## src/rtl/alu_pkg.sv

```systemverilog
// Shared definitions for the multicycle MIPS-subset control path.
// Holds ALU operation codes, opcode/funct values, the operand and next-PC
// mux encodings, the sequencer state enum and a funct legality helper.
package alu_pkg;

  // ALU operation codes
  localparam logic [3:0] ALU_AND = 4'b0000;
  localparam logic [3:0] ALU_ADD = 4'b0001;
  localparam logic [3:0] ALU_SUB = 4'b0010;
  localparam logic [3:0] ALU_OR  = 4'b0011;
  localparam logic [3:0] ALU_SLL = 4'b0101;
  localparam logic [3:0] ALU_SRL = 4'b0110;
  localparam logic [3:0] ALU_SRA = 4'b1000;
  localparam logic [3:0] ALU_SLT = 4'b1001;

  // Opcodes
  localparam logic [5:0] OP_RTYPE = 6'h00;
  localparam logic [5:0] OP_J     = 6'h02;
  localparam logic [5:0] OP_BEQ   = 6'h04;
  localparam logic [5:0] OP_ADDI  = 6'h08;
  localparam logic [5:0] OP_ANDI  = 6'h0C;
  localparam logic [5:0] OP_LW    = 6'h23;
  localparam logic [5:0] OP_SW    = 6'h2B;

  // R-type funct values
  localparam logic [5:0] FN_SLL = 6'h00;
  localparam logic [5:0] FN_SRL = 6'h02;
  localparam logic [5:0] FN_SRA = 6'h03;
  localparam logic [5:0] FN_ADD = 6'h20;
  localparam logic [5:0] FN_SUB = 6'h22;
  localparam logic [5:0] FN_AND = 6'h24;
  localparam logic [5:0] FN_OR  = 6'h25;
  localparam logic [5:0] FN_SLT = 6'h2A;

  // Operand A select
  localparam logic [1:0] SRCA_PC    = 2'b00;
  localparam logic [1:0] SRCA_RS    = 2'b01;
  localparam logic [1:0] SRCA_SHAMT = 2'b10;

  // Operand B select
  localparam logic [1:0] SRCB_RT     = 2'b00;
  localparam logic [1:0] SRCB_FOUR   = 2'b01;
  localparam logic [1:0] SRCB_IMM    = 2'b10;
  localparam logic [1:0] SRCB_IMMSH2 = 2'b11;

  // Next-PC select
  localparam logic [1:0] PCSRC_ALU    = 2'b00;
  localparam logic [1:0] PCSRC_ALUOUT = 2'b01;
  localparam logic [1:0] PCSRC_JUMP   = 2'b10;
  localparam logic [1:0] PCSRC_EXC    = 2'b11;

  typedef enum logic [3:0] {
    ST_FETCH  = 4'd0,
    ST_DECODE = 4'd1,
    ST_MEMADR = 4'd2,
    ST_MEMRD  = 4'd3,
    ST_MEMWR  = 4'd4,
    ST_MEMWB  = 4'd5,
    ST_EXEC_R = 4'd6,
    ST_RWB    = 4'd7,
    ST_EXEC_I = 4'd8,
    ST_IWB    = 4'd9,
    ST_BRANCH = 4'd10,
    ST_JUMP   = 4'd11,
    ST_EXC    = 4'd12
  } state_e;

  // True for the R-type funct values the datapath implements.
  function automatic logic funct_legal(input logic [5:0] fn);
    case (fn)
      FN_SLL, FN_SRL, FN_SRA, FN_ADD,
      FN_SUB, FN_AND, FN_OR,  FN_SLT: funct_legal = 1'b1;
      default:                        funct_legal = 1'b0;
    endcase
  endfunction

endpackage

```

## src/rtl/multicycle_ctrl_if.sv

```systemverilog
// Controller <-> datapath bundle.
// master: the control sequencer (drives strobes/selects, reads IR fields
//         and ALU flags). slave: the datapath side.
interface multicycle_ctrl_if;
  logic [5:0]  Opcode;
  logic [5:0]  Funct;
  logic        Zero;
  logic        Overflow;
  logic        PCWrite;
  logic        PCWriteCond;
  logic        IorD;
  logic        MemRead;
  logic        MemWrite;
  logic        IRWrite;
  logic        MemtoReg;
  logic        RegDst;
  logic        RegWrite;
  logic [1:0]  ALUSrcA;
  logic [1:0]  ALUSrcB;
  logic [1:0]  PCSource;
  logic [3:0]  ALUCtrlOut;
  logic        Exception;
  logic [31:0] RetireCount;

  modport master (
    input  Opcode, Funct, Zero, Overflow,
    output PCWrite, PCWriteCond, IorD, MemRead, MemWrite, IRWrite,
           MemtoReg, RegDst, RegWrite, ALUSrcA, ALUSrcB, PCSource,
           ALUCtrlOut, Exception, RetireCount
  );

  modport slave (
    output Opcode, Funct, Zero, Overflow,
    input  PCWrite, PCWriteCond, IorD, MemRead, MemWrite, IRWrite,
           MemtoReg, RegDst, RegWrite, ALUSrcA, ALUSrcB, PCSource,
           ALUCtrlOut, Exception, RetireCount
  );
endinterface

```

## src/rtl/alu_op_decode.sv

```systemverilog
// Combinational opcode/funct -> ALU operation decode.
//   opcode, funct : latched instruction fields
//   alu_code      : 4-bit ALU operation
//   is_shift      : R-type shift (operand A comes from shamt)
//   is_trapping   : ADD/SUB/ADDI, the ops that may trap on overflow
module alu_op_decode
  import alu_pkg::*;
(
  input  logic [5:0] opcode,
  input  logic [5:0] funct,
  output logic [3:0] alu_code,
  output logic       is_shift,
  output logic       is_trapping
);
  always_comb begin
    alu_code    = ALU_ADD;
    is_shift    = 1'b0;
    is_trapping = 1'b0;
    case (opcode)
      OP_RTYPE: begin
        case (funct)
          FN_ADD: begin alu_code = ALU_ADD; is_trapping = 1'b1; end
          FN_SUB: begin alu_code = ALU_SUB; is_trapping = 1'b1; end
          FN_AND: alu_code = ALU_AND;
          FN_OR:  alu_code = ALU_OR;
          FN_SLT: alu_code = ALU_SLT;
          FN_SLL: begin alu_code = ALU_SLL; is_shift = 1'b1; end
          FN_SRL: begin alu_code = ALU_SRL; is_shift = 1'b1; end
          FN_SRA: begin alu_code = ALU_SRA; is_shift = 1'b1; end
          default: alu_code = ALU_ADD;
        endcase
      end
      OP_ADDI: begin alu_code = ALU_ADD; is_trapping = 1'b1; end
      OP_ANDI: alu_code = ALU_AND;
      OP_BEQ:  alu_code = ALU_SUB;
      default: alu_code = ALU_ADD;
    endcase
  end
endmodule

```

## src/rtl/multicycle_ctrl.sv

```systemverilog
// Multicycle control sequencer for the MIPS-subset datapath.
//   Clk, Reset : rising-edge clock, synchronous active-high reset
//   dp         : master side of the datapath bundle (IR fields and ALU
//                flags in; strobes, mux selects, ALU code, Exception,
//                RetireCount out)
// Moore FSM: all outputs other than RetireCount decode from the state
// register and the Opcode/Funct latched when leaving DECODE.
module multicycle_ctrl
  import alu_pkg::*;
#(
  parameter int TRAP_ON_OVERFLOW = 1
) (
  input  logic            Clk,
  input  logic            Reset,
  multicycle_ctrl_if.master dp
);
  localparam logic [3:0] FETCH  = ST_FETCH;
  localparam logic [3:0] DECODE = ST_DECODE;
  localparam logic [3:0] MEMADR = ST_MEMADR;
  localparam logic [3:0] MEMRD  = ST_MEMRD;
  localparam logic [3:0] MEMWR  = ST_MEMWR;
  localparam logic [3:0] MEMWB  = ST_MEMWB;
  localparam logic [3:0] EXEC_R = ST_EXEC_R;
  localparam logic [3:0] RWB    = ST_RWB;
  localparam logic [3:0] EXEC_I = ST_EXEC_I;
  localparam logic [3:0] IWB    = ST_IWB;
  localparam logic [3:0] BRANCH = ST_BRANCH;
  localparam logic [3:0] JUMP   = ST_JUMP;
  localparam logic [3:0] EXC    = ST_EXC;

  logic [3:0]  state, nxt;
  logic [5:0]  op_q, fn_q;
  logic [31:0] rc;
  logic [3:0]  alu_code;
  logic        is_shift, is_trapping;
  logic        ovf_trap, retiring;

  alu_op_decode u_dec (
    .opcode     (op_q),
    .funct      (fn_q),
    .alu_code   (alu_code),
    .is_shift   (is_shift),
    .is_trapping(is_trapping)
  );

  assign ovf_trap = (TRAP_ON_OVERFLOW != 0) && is_trapping && dp.Overflow;

  always_comb begin
    case (state)
      MEMWB, MEMWR, RWB, IWB, BRANCH, JUMP: retiring = 1'b1;
      default:                              retiring = 1'b0;
    endcase
  end

  // Next state. DECODE branches on the live IR; later states use the latch.
  always_comb begin
    nxt = FETCH;
    case (state)
      FETCH:  nxt = DECODE;
      DECODE: begin
        case (dp.Opcode)
          OP_RTYPE:        nxt = funct_legal(dp.Funct) ? EXEC_R : EXC;
          OP_ADDI, OP_ANDI: nxt = EXEC_I;
          OP_LW, OP_SW:    nxt = MEMADR;
          OP_BEQ:          nxt = BRANCH;
          OP_J:            nxt = JUMP;
          default:         nxt = EXC;
        endcase
      end
      MEMADR: nxt = (op_q == OP_LW) ? MEMRD : MEMWR;
      MEMRD:  nxt = MEMWB;
      EXEC_R: nxt = ovf_trap ? EXC : RWB;
      EXEC_I: nxt = ovf_trap ? EXC : IWB;
      default: nxt = FETCH;
    endcase
  end

  always_ff @(posedge Clk) begin
    if (Reset) begin
      state <= FETCH;
      rc    <= '0;
      op_q  <= '0;
      fn_q  <= '0;
    end else begin
      state <= nxt;
      if (state == DECODE) begin
        op_q <= dp.Opcode;
        fn_q <= dp.Funct;
      end
      if (retiring) rc <= rc + 32'd1;
    end
  end

  // Output decode; everything held at 0 while Reset is high.
  logic       pcw, pcwc, iord, mrd, mwr, irw, m2r, rdst, rwr, exc;
  logic [1:0] srca, srcb, pcsrc;
  logic [3:0] aluc;

  always_comb begin
    pcw = 1'b0; pcwc = 1'b0; iord = 1'b0; mrd = 1'b0; mwr = 1'b0;
    irw = 1'b0; m2r = 1'b0; rdst = 1'b0; rwr = 1'b0; exc = 1'b0;
    srca = SRCA_PC; srcb = SRCB_RT; pcsrc = PCSRC_ALU; aluc = ALU_AND;
    if (!Reset) begin
      case (state)
        FETCH: begin
          mrd = 1'b1; irw = 1'b1; pcw = 1'b1;
          srca = SRCA_PC; srcb = SRCB_FOUR; aluc = ALU_ADD; pcsrc = PCSRC_ALU;
        end
        DECODE: begin srca = SRCA_PC; srcb = SRCB_IMMSH2; aluc = ALU_ADD; end
        MEMADR: begin srca = SRCA_RS; srcb = SRCB_IMM;    aluc = ALU_ADD; end
        MEMRD:  begin mrd = 1'b1; iord = 1'b1; end
        MEMWR:  begin mwr = 1'b1; iord = 1'b1; end
        MEMWB:  begin rwr = 1'b1; m2r = 1'b1; end
        EXEC_R: begin
          srca = is_shift ? SRCA_SHAMT : SRCA_RS;
          srcb = SRCB_RT;
          aluc = alu_code;
        end
        RWB:    begin rwr = 1'b1; rdst = 1'b1; end
        EXEC_I: begin srca = SRCA_RS; srcb = SRCB_IMM; aluc = alu_code; end
        IWB:    rwr = 1'b1;
        BRANCH: begin
          srca = SRCA_RS; srcb = SRCB_RT; aluc = ALU_SUB;
          pcwc = 1'b1; pcsrc = PCSRC_ALUOUT;
        end
        JUMP:   begin pcw = 1'b1; pcsrc = PCSRC_JUMP; end
        EXC:    begin exc = 1'b1; pcw = 1'b1; pcsrc = PCSRC_EXC; end
        default: ;
      endcase
    end
  end

  assign dp.PCWrite     = pcw;
  assign dp.PCWriteCond = pcwc;
  assign dp.IorD        = iord;
  assign dp.MemRead     = mrd;
  assign dp.MemWrite    = mwr;
  assign dp.IRWrite     = irw;
  assign dp.MemtoReg    = m2r;
  assign dp.RegDst      = rdst;
  assign dp.RegWrite    = rwr;
  assign dp.ALUSrcA     = srca;
  assign dp.ALUSrcB     = srcb;
  assign dp.PCSource    = pcsrc;
  assign dp.ALUCtrlOut  = aluc;
  assign dp.Exception   = exc;
  assign dp.RetireCount = rc;
endmodule

```

## src/flat_wrapper.sv

```systemverilog
// flat-port wrapper written by rule: the top's interface ports become plain ports
module multicycle_ctrl_flat import alu_pkg::*;
#(
  parameter int TRAP_ON_OVERFLOW = 1
)
  (Clk, Reset, dp_Opcode, dp_Funct, dp_Zero, dp_Overflow, dp_PCWrite, dp_PCWriteCond, dp_IorD, dp_MemRead, dp_MemWrite, dp_IRWrite, dp_MemtoReg, dp_RegDst, dp_RegWrite, dp_ALUSrcA, dp_ALUSrcB, dp_PCSource, dp_ALUCtrlOut, dp_Exception, dp_RetireCount);
  multicycle_ctrl_if dp_i ();
  input  logic Clk;
  input  logic Reset;
  input wire logic [$bits(dp_i.Opcode)-1:0] dp_Opcode;
  input wire logic [$bits(dp_i.Funct)-1:0] dp_Funct;
  input wire logic [$bits(dp_i.Zero)-1:0] dp_Zero;
  input wire logic [$bits(dp_i.Overflow)-1:0] dp_Overflow;
  output wire logic [$bits(dp_i.PCWrite)-1:0] dp_PCWrite;
  output wire logic [$bits(dp_i.PCWriteCond)-1:0] dp_PCWriteCond;
  output wire logic [$bits(dp_i.IorD)-1:0] dp_IorD;
  output wire logic [$bits(dp_i.MemRead)-1:0] dp_MemRead;
  output wire logic [$bits(dp_i.MemWrite)-1:0] dp_MemWrite;
  output wire logic [$bits(dp_i.IRWrite)-1:0] dp_IRWrite;
  output wire logic [$bits(dp_i.MemtoReg)-1:0] dp_MemtoReg;
  output wire logic [$bits(dp_i.RegDst)-1:0] dp_RegDst;
  output wire logic [$bits(dp_i.RegWrite)-1:0] dp_RegWrite;
  output wire logic [$bits(dp_i.ALUSrcA)-1:0] dp_ALUSrcA;
  output wire logic [$bits(dp_i.ALUSrcB)-1:0] dp_ALUSrcB;
  output wire logic [$bits(dp_i.PCSource)-1:0] dp_PCSource;
  output wire logic [$bits(dp_i.ALUCtrlOut)-1:0] dp_ALUCtrlOut;
  output wire logic [$bits(dp_i.Exception)-1:0] dp_Exception;
  output wire logic [$bits(dp_i.RetireCount)-1:0] dp_RetireCount;
  assign dp_i.Opcode = dp_Opcode;
  assign dp_i.Funct = dp_Funct;
  assign dp_i.Zero = dp_Zero;
  assign dp_i.Overflow = dp_Overflow;
  assign dp_PCWrite = dp_i.PCWrite;
  assign dp_PCWriteCond = dp_i.PCWriteCond;
  assign dp_IorD = dp_i.IorD;
  assign dp_MemRead = dp_i.MemRead;
  assign dp_MemWrite = dp_i.MemWrite;
  assign dp_IRWrite = dp_i.IRWrite;
  assign dp_MemtoReg = dp_i.MemtoReg;
  assign dp_RegDst = dp_i.RegDst;
  assign dp_RegWrite = dp_i.RegWrite;
  assign dp_ALUSrcA = dp_i.ALUSrcA;
  assign dp_ALUSrcB = dp_i.ALUSrcB;
  assign dp_PCSource = dp_i.PCSource;
  assign dp_ALUCtrlOut = dp_i.ALUCtrlOut;
  assign dp_Exception = dp_i.Exception;
  assign dp_RetireCount = dp_i.RetireCount;
  multicycle_ctrl #(.TRAP_ON_OVERFLOW(TRAP_ON_OVERFLOW)) u_core (.Clk(Clk), .Reset(Reset), .dp(dp_i));
endmodule
```

## config.mk

```make
export PLATFORM = sky130hd
export DESIGN_NAME = multicycle_ctrl_flat
export DESIGN_NICKNAME = d
export VERILOG_FILES = /design/src/rtl/alu_pkg.sv /design/src/rtl/multicycle_ctrl_if.sv /design/src/rtl/alu_op_decode.sv /design/src/rtl/multicycle_ctrl.sv /design/src/flat_wrapper.sv
export SDC_FILE = /design/constraint.sdc
export NUM_CORES = 1
export LEC_CHECK = 0
export CAP_MARGIN = 20
export CELL_PAD_IN_SITES_DETAIL_PLACEMENT = 2
export CELL_PAD_IN_SITES_GLOBAL_PLACEMENT = 2
export CORE_MARGIN = 8
export CORE_UTILIZATION = 31
export CTS_BUF_LIST = sky130_fd_sc_hd__clkbuf_2 sky130_fd_sc_hd__clkbuf_4 sky130_fd_sc_hd__clkbuf_8
export CTS_CLUSTER_DIAMETER = 60
export DETAILED_ROUTE_END_ITERATION = 8
export PLACE_DENSITY = 0.89
export SYNTH_ARGS = -nofsm -noshare
export SYNTH_HDL_FRONTEND = slang
export SYNTH_HIERARCHICAL = 1
export SYNTH_SLANG_ARGS = --single-unit
```

## constraint.sdc

```tcl
create_clock -name Clk -period 3.4 [get_ports Clk]
set_input_delay 0.68 -clock Clk [delete_from_list [all_inputs] [get_ports Clk]]
set_output_delay 0.68 -clock Clk [all_outputs]
set_load 0.005 [all_outputs]
```

==> impl_metrics.ini, run 1 <==
[global_routing]
grt_antenna_before_repair = 0
grt_max_degree = 34
grt_overflow = 0
grt_pass1_wl_mm = 16.6
grt_util_all_layers = 0.157
grt_pass1_vias = 3252

[finish]
layout-drive-gt1-share = 0.0612
final_nets = 441
finalInstanceArea_mm2 = 0.00363
fillers = 996
n_antenna_cell = 0
fin_util = 0.416
area_delta_synth_final_pct = 30.3

[setup_path]
worstSetupEndpointType = primary output
cp_num_buf_inv = 1
arrival_ps = 2450
worst-path-max-fanout = 25
r2r_cells = 5
cpMaxStageDelayCell = dfxtp_1
cp_num_cells = 4
critPathTopFamily = flip-flops
crit_type = register to primary output
path_cells = nand2_1, a211oi_1, and2_1, clkdlybuf4s50_1
critical_path.startpoint_type = register
slowest_delay_ps = 930
cp.required_ps = 2720

[pwr]
peakVddDrop_v = 0.000203
p_per_area_mw_per_mm2 = 526
p_leak_nw = 1.12

[sta]
tightestPinTransition_ps = 1010
slew_violations = 0
timing.final.ws_setup_ps = 271
hold_viol_final = 0
holdWs_ps = 505
fmax_ghz = 0.320
fin_crit_ps = 3130
relSlewSlack = 0.325
rsz0062_at_grt = false
setup_tns_ps = 0
skew_ps = 17.9
period_share = 0.920
finalSetupViolations = 0

[cts]
insertion_delay_ps = 310
cts.clk_slew.worst_paths_ps = 90
cts_buffer_depth = 2
htree_levels = 2
root_buffer = clkbuf_8
cts_buffers = 5
cts_tree = yes
ctsHoldBuffers = 0
cts_setup_buffers = 0
cts_resized = 0
clock-sinks = 48

[outcome]
status = completed

[yosys]
synth.top_cells.by_count = dfxtp_1 (48), nand2_1 (43), nor2_1 (37)
yosys_warnings = 6
synth_top_area_frac = 0.345
yosys_register_bits = 48
synth.most_common_cell = dfxtp_1
synth.top_cells.by_area = dfxtp_1 (35%), xnor2_1 (7.2%), nand2_1 (5.8%)
synth_edf_count = 0
postSynth.asyncResetShare = 0
synth_seq_area_share = 0.345
synth_nets = 387
avgSynthCellArea_um2 = 7.52
syn_inst = 370
synth_top_area_cell = dfxtp_1
ys_types = 51
syn_area_mm2 = 0.00278
synth-main-ff-cell = dfxtp_1

[routing]
highest_layer = met4
drtPass1Iterations = 4
antenna_left = 0
route.detailed.drc = 0
initialDrtViolationCount = 79
m1WireLength_mm = 4.51
wl_per_cell_um = 18.5
vias_per_cell = 5.48
routed-wl-met3_um = 401
vias = 2921
routed-wl-met2_mm = 4.91
drt-total-wl_mm = 9.88

[floorplan]
io_pins = 68
die_w_um = 111
dieArea_mm2 = 0.0123
core_mm2 = 0.00872
dieHeight_um = 111
start_util = 0.319
row_count = 34

[min_path]
whs_path_depth = 2
hp-class = register to register

[place]
dpl.hpwl_mm = 7.27
portBuffers = 66
place_ws_ps = 458
placed_area_mm2 = 0.00353
place.gp.congestion = 0.781

[flow_run]
max_cap_violations = 0
## cell usage in the layout (no fill, tap or decap), drive strengths merged, types with 10 or more instances in the layout
cell type      count
a21oi             30
xnor2             23
nor2              38
nor3              22
clkdlybuf4s50     65
o21ai             18
or3               10
nor4              13
dfxtp             48
inv               12
nand2             43
## metal layers
metal	up-vias	track usage
met5	-	0
met4	0	0.0315
met3	5	0.0363
met2	45	0.279
met1	1450	0.186
li1	1421	-
## area by class of cell
cell class,instances,area (um^2),share of cell area
Multi-Input combinational cell,285,1690,0.465
Tap cell,108,135,0.0373
Inverter,12,45.0,0.0124
Clock inverter,2,15.0,0.00414
Clock buffer,6,82.6,0.0228
Timing Repair Buffer,72,701,0.193
Sequential cell,48,961,0.265
## flip-flops by register name, indices dropped and copies added (netlist names)
name                   count
u_core/state               4
u_core/op_q                6
u_core/fn_q                6
u_core/dp.RetireCount     32
## cells by family (layout without fill, tap and decap cells)
| kind of cell | Yosys count | count (layout) | synth area share |
|---|---|---|---|
| and+or+nand+nor | 179 | 179 | 0.340 |
| AOI/OAI and AO/OA | 76 | 76 | 0.167 |
| DFF | 48 | 48 | 0.345 |
| buffers and inverters | 37 | 92 | 0.0508 |
| xor gates and xnor gates | 26 | 26 | 0.0818 |
| muxes | 3 | 3 | 0.0112 |
| adders and majority gates | 1 | 1 | 0.00449 |
## metrics by stage
step                      power (mW)  std cells
after detailed placement        1.54        525
final                           1.91        533
after floorplan                 1.23        370
after global placement          1.48        525
after global routing            2.04        533
after CTS                       1.92        533
## worst register-to-register path, delay by kind of cell (launching register included)
kind,cells,cell delay [ps]
and+or+nand+nor,2,940
xor gates and xnor gates,1,440
DFF,1,930
AOI/OAI and AO/OA,2,450
## final timing paths
kind	from	to	slack (ps)
max	u_core/state[3]	dp_ALUCtrlOut[2]	270
min	u_core/fn_q[3]	u_core/fn_q[3]	510
max reg2reg	u_core/state[3]	u_core/dp.RetireCount[27]	590
min reg2reg	u_core/fn_q[3]	u_core/fn_q[3]	510
## where the power goes
part           total, mW  leakage, nW  switching, mW  internal (mW)
Clock              0.370       0.0434          0.205          0.165
Sequential         0.759        0.389          0.134          0.625
Combinational      0.777        0.689          0.434          0.343
(Power assumes the default switching activity.)
==> inputs of run 2 (changes only) <==
--- a/config.mk
+++ b/config.mk
@@ -13,6 +13,7 @@
 export CTS_BUF_LIST = sky130_fd_sc_hd__clkbuf_2 sky130_fd_sc_hd__clkbuf_4 sky130_fd_sc_hd__clkbuf_8
 export CTS_CLUSTER_DIAMETER = 60
 export DETAILED_ROUTE_END_ITERATION = 8
+export GPL_ROUTABILITY_DRIVEN = 0
 export PLACE_DENSITY = 0.89
 export SYNTH_ARGS = -nofsm -noshare
 export SYNTH_HDL_FRONTEND = slang
==> results of run 2 <==
The final DEF is identical to that of run 1; final timing and power are the same.
==> inputs of run 3 (changes only) <==
--- a/config.mk
+++ b/config.mk
@@ -8,12 +8,14 @@
 export CAP_MARGIN = 20
 export CELL_PAD_IN_SITES_DETAIL_PLACEMENT = 2
 export CELL_PAD_IN_SITES_GLOBAL_PLACEMENT = 2
+export CORE_ASPECT_RATIO = 1.25
 export CORE_MARGIN = 8
 export CORE_UTILIZATION = 31
 export CTS_BUF_LIST = sky130_fd_sc_hd__clkbuf_2 sky130_fd_sc_hd__clkbuf_4 sky130_fd_sc_hd__clkbuf_8
 export CTS_CLUSTER_DIAMETER = 60
 export DETAILED_ROUTE_END_ITERATION = 8
 export GPL_ROUTABILITY_DRIVEN = 0
+export MAX_ROUTING_LAYER = met4
 export PLACE_DENSITY = 0.89
 export SYNTH_ARGS = -nofsm -noshare
 export SYNTH_HDL_FRONTEND = slang
==> run 3 against run 2 <==
Maximum frequency down 0.72%; power shrank 2.7%; final area up 0.17%; wire length down 5.5%; core utilization increased by 0.17 points; clock skew decreased by 9.6 ps; cell count up 2.3%; clock power is 9.2% lower; sequential power shrank 2%; critical path type unchanged.
==> impl_metrics.ini, run 3 (same netlist as run 1, synthesis figures left out) <==
[place]
portBuffers = 66
dp_cells = 538
place_ws_ps = 536
dpl.hpwl_mm = 7.09

[global_routing]
grt_pass1_vias = 3095
grt_overflow = 0
grt_util_all_layers = 0.160
grt_max_degree = 34
grt_pass1_wl_mm = 15.6
grt_antenna_before_repair = 0

[cts]
root_buffer = clkbuf_8
cts_resized = 0
htree_levels = 2
cts_buffer_depth = 2
ctsHoldBuffers = 0
cts_setup_buffers = 0
cts_tree = yes
insertion_delay_ps = 300
cts.clk_slew.worst_paths_ps = 90
cts_buffers = 5
clock-sinks = 48

[floorplan]
dieArea_mm2 = 0.0123
start_util = 0.320
core_mm2 = 0.00870
dieHeight_um = 122
die_w_um = 101
io_pins = 68
row_count = 38

[finish]
final_common_cell = clkdlybuf4s50_1
layout-drive-gt1-share = 0.0612
mostFrequentLayoutCells = clkdlybuf4s50_1 (65), dfxtp_1 (48), nand2_1 (43)
fillers = 1024
largest_reg_flops = 32
final_cells = 545
final_nets = 442
n_antenna_cell = 0
fin_util = 0.418
area_delta_synth_final_pct = 30.5

[sta]
rsz0062_at_grt = false
fmax_ghz = 0.317
timing.final.ws_setup_ps = 248
finalSetupViolations = 0
period_share = 0.927
hold_viol_final = 0
fin_crit_ps = 3150
tightestPinTransition_ps = 936
setup_tns_ps = 0
relSlewSlack = 0.373
slew_violations = 0
skew_ps = 8.25

[setup_path]
crit_type = register to primary output
arrival_ps = 2470
slowest_delay_ps = 530
cp.required_ps = 2720
cp_num_buf_inv = 1
critPathTopFamily = compound AO/OA/AOI/OAI gates
path_cells = nor2b_1, a22o_1, a32oi_1, nand2b_1, a21oi_1, o21ai_0, a21oi_1, clkdlybuf4s50_1
critical_path.startpoint_type = register
crit_top_cell = a21oi_1
worstSetupEndpointType = primary output
worst-path-max-fanout = 8
cpMaxStageDelayCell = clkdlybuf4s50_1

[flow_run]
max_cap_violations = 0

[routing]
drtPass1Iterations = 4
vias = 2898
wl_per_cell_um = 17.1
route.detailed.drc = 0
initialDrtViolationCount = 67
vias_per_cell = 5.32
drt-total-wl_mm = 9.33
antenna_left = 0

[outcome]
status = completed

[min_path]
hp-class = register to register

[pwr]
p_leak_nw = 1.13
p_per_area_mw_per_mm2 = 510
peakVddDrop_v = 0.000184
[run 3: changes by cell type in the layout (fill, tap and decap cells not counted)]
| cell | before | now |
|---|---|---|
| clkbuf_4 | 0 | 1 |
| buf_4 | 6 | 7 |
| clkinvlp_4 | 2 | 0 |
| clkbuf_8 | 6 | 5 |
| clkinv_2 | 0 | 1 |
[run 3: cell type report]
cell class / count / area, um^2 / share of cell area
clock buffer: 6 / 76.3 / 0.0210
inverter: 12 / 45.0 / 0.0124
multi-input combinational: 285 / 1690 / 0.465
sequential: 48 / 961 / 0.264
timing repair buffer: 73 / 708 / 0.195
tap: 120 / 150 / 0.0413
clock inverter: 1 / 5.00 / 0.00138
[run 3: worst reg2reg max path, delay by kind of cell, from the launching register on]
| family | cells | cell delay [ps] |
|---|---|---|
| simple gates | 4 | 1990 |
| compound gates | 1 | 140 |
| flops | 1 | 470 |
[run 3: final timing paths]
| check | depth (start not counted) | end | from | slack [ps] |
|---|---|---|---|---|
| setup / recovery | 8 | dp_ALUCtrlOut[0] | u_core/fn_q[0] | 250 |
| hold / removal | 2 | u_core/dp.RetireCount[31] | u_core/dp.RetireCount[31] | 500 |
| setup reg to reg | 5 | u_core/dp.RetireCount[27] | u_core/dp.RetireCount[6] | 750 |
| hold reg to reg | 2 | u_core/dp.RetireCount[31] | u_core/dp.RetireCount[31] | 500 |
[run 3: power by group]
group	switching, mW	leakage [nW]	internal, mW
Combinational	0.429	0.694	0.349
Sequential	0.116	0.389	0.625
Clock	0.188	0.0445	0.148
Total	0.732	1.13	1.12
[run 3: metrics by stage]
stage	area, um^2	power, mW	hold slack [ps]
final	3630	1.85	499
after CTS	3630	1.89	508
after detailed placement	3550	1.54	493
after global placement	3550	1.49	477
after global routing	3630	2.00	532
after floorplan	2780	1.23	460
[run 3: per-layer routing]
layer,share of wire,up-vias,global-route usage
met3,0.038,4,0.0285
met1,0.43,1428,0.177
li1,-,1418,-
met2,0.52,48,0.288
met5,0,-,-
met4,0.0046,0,0.0370
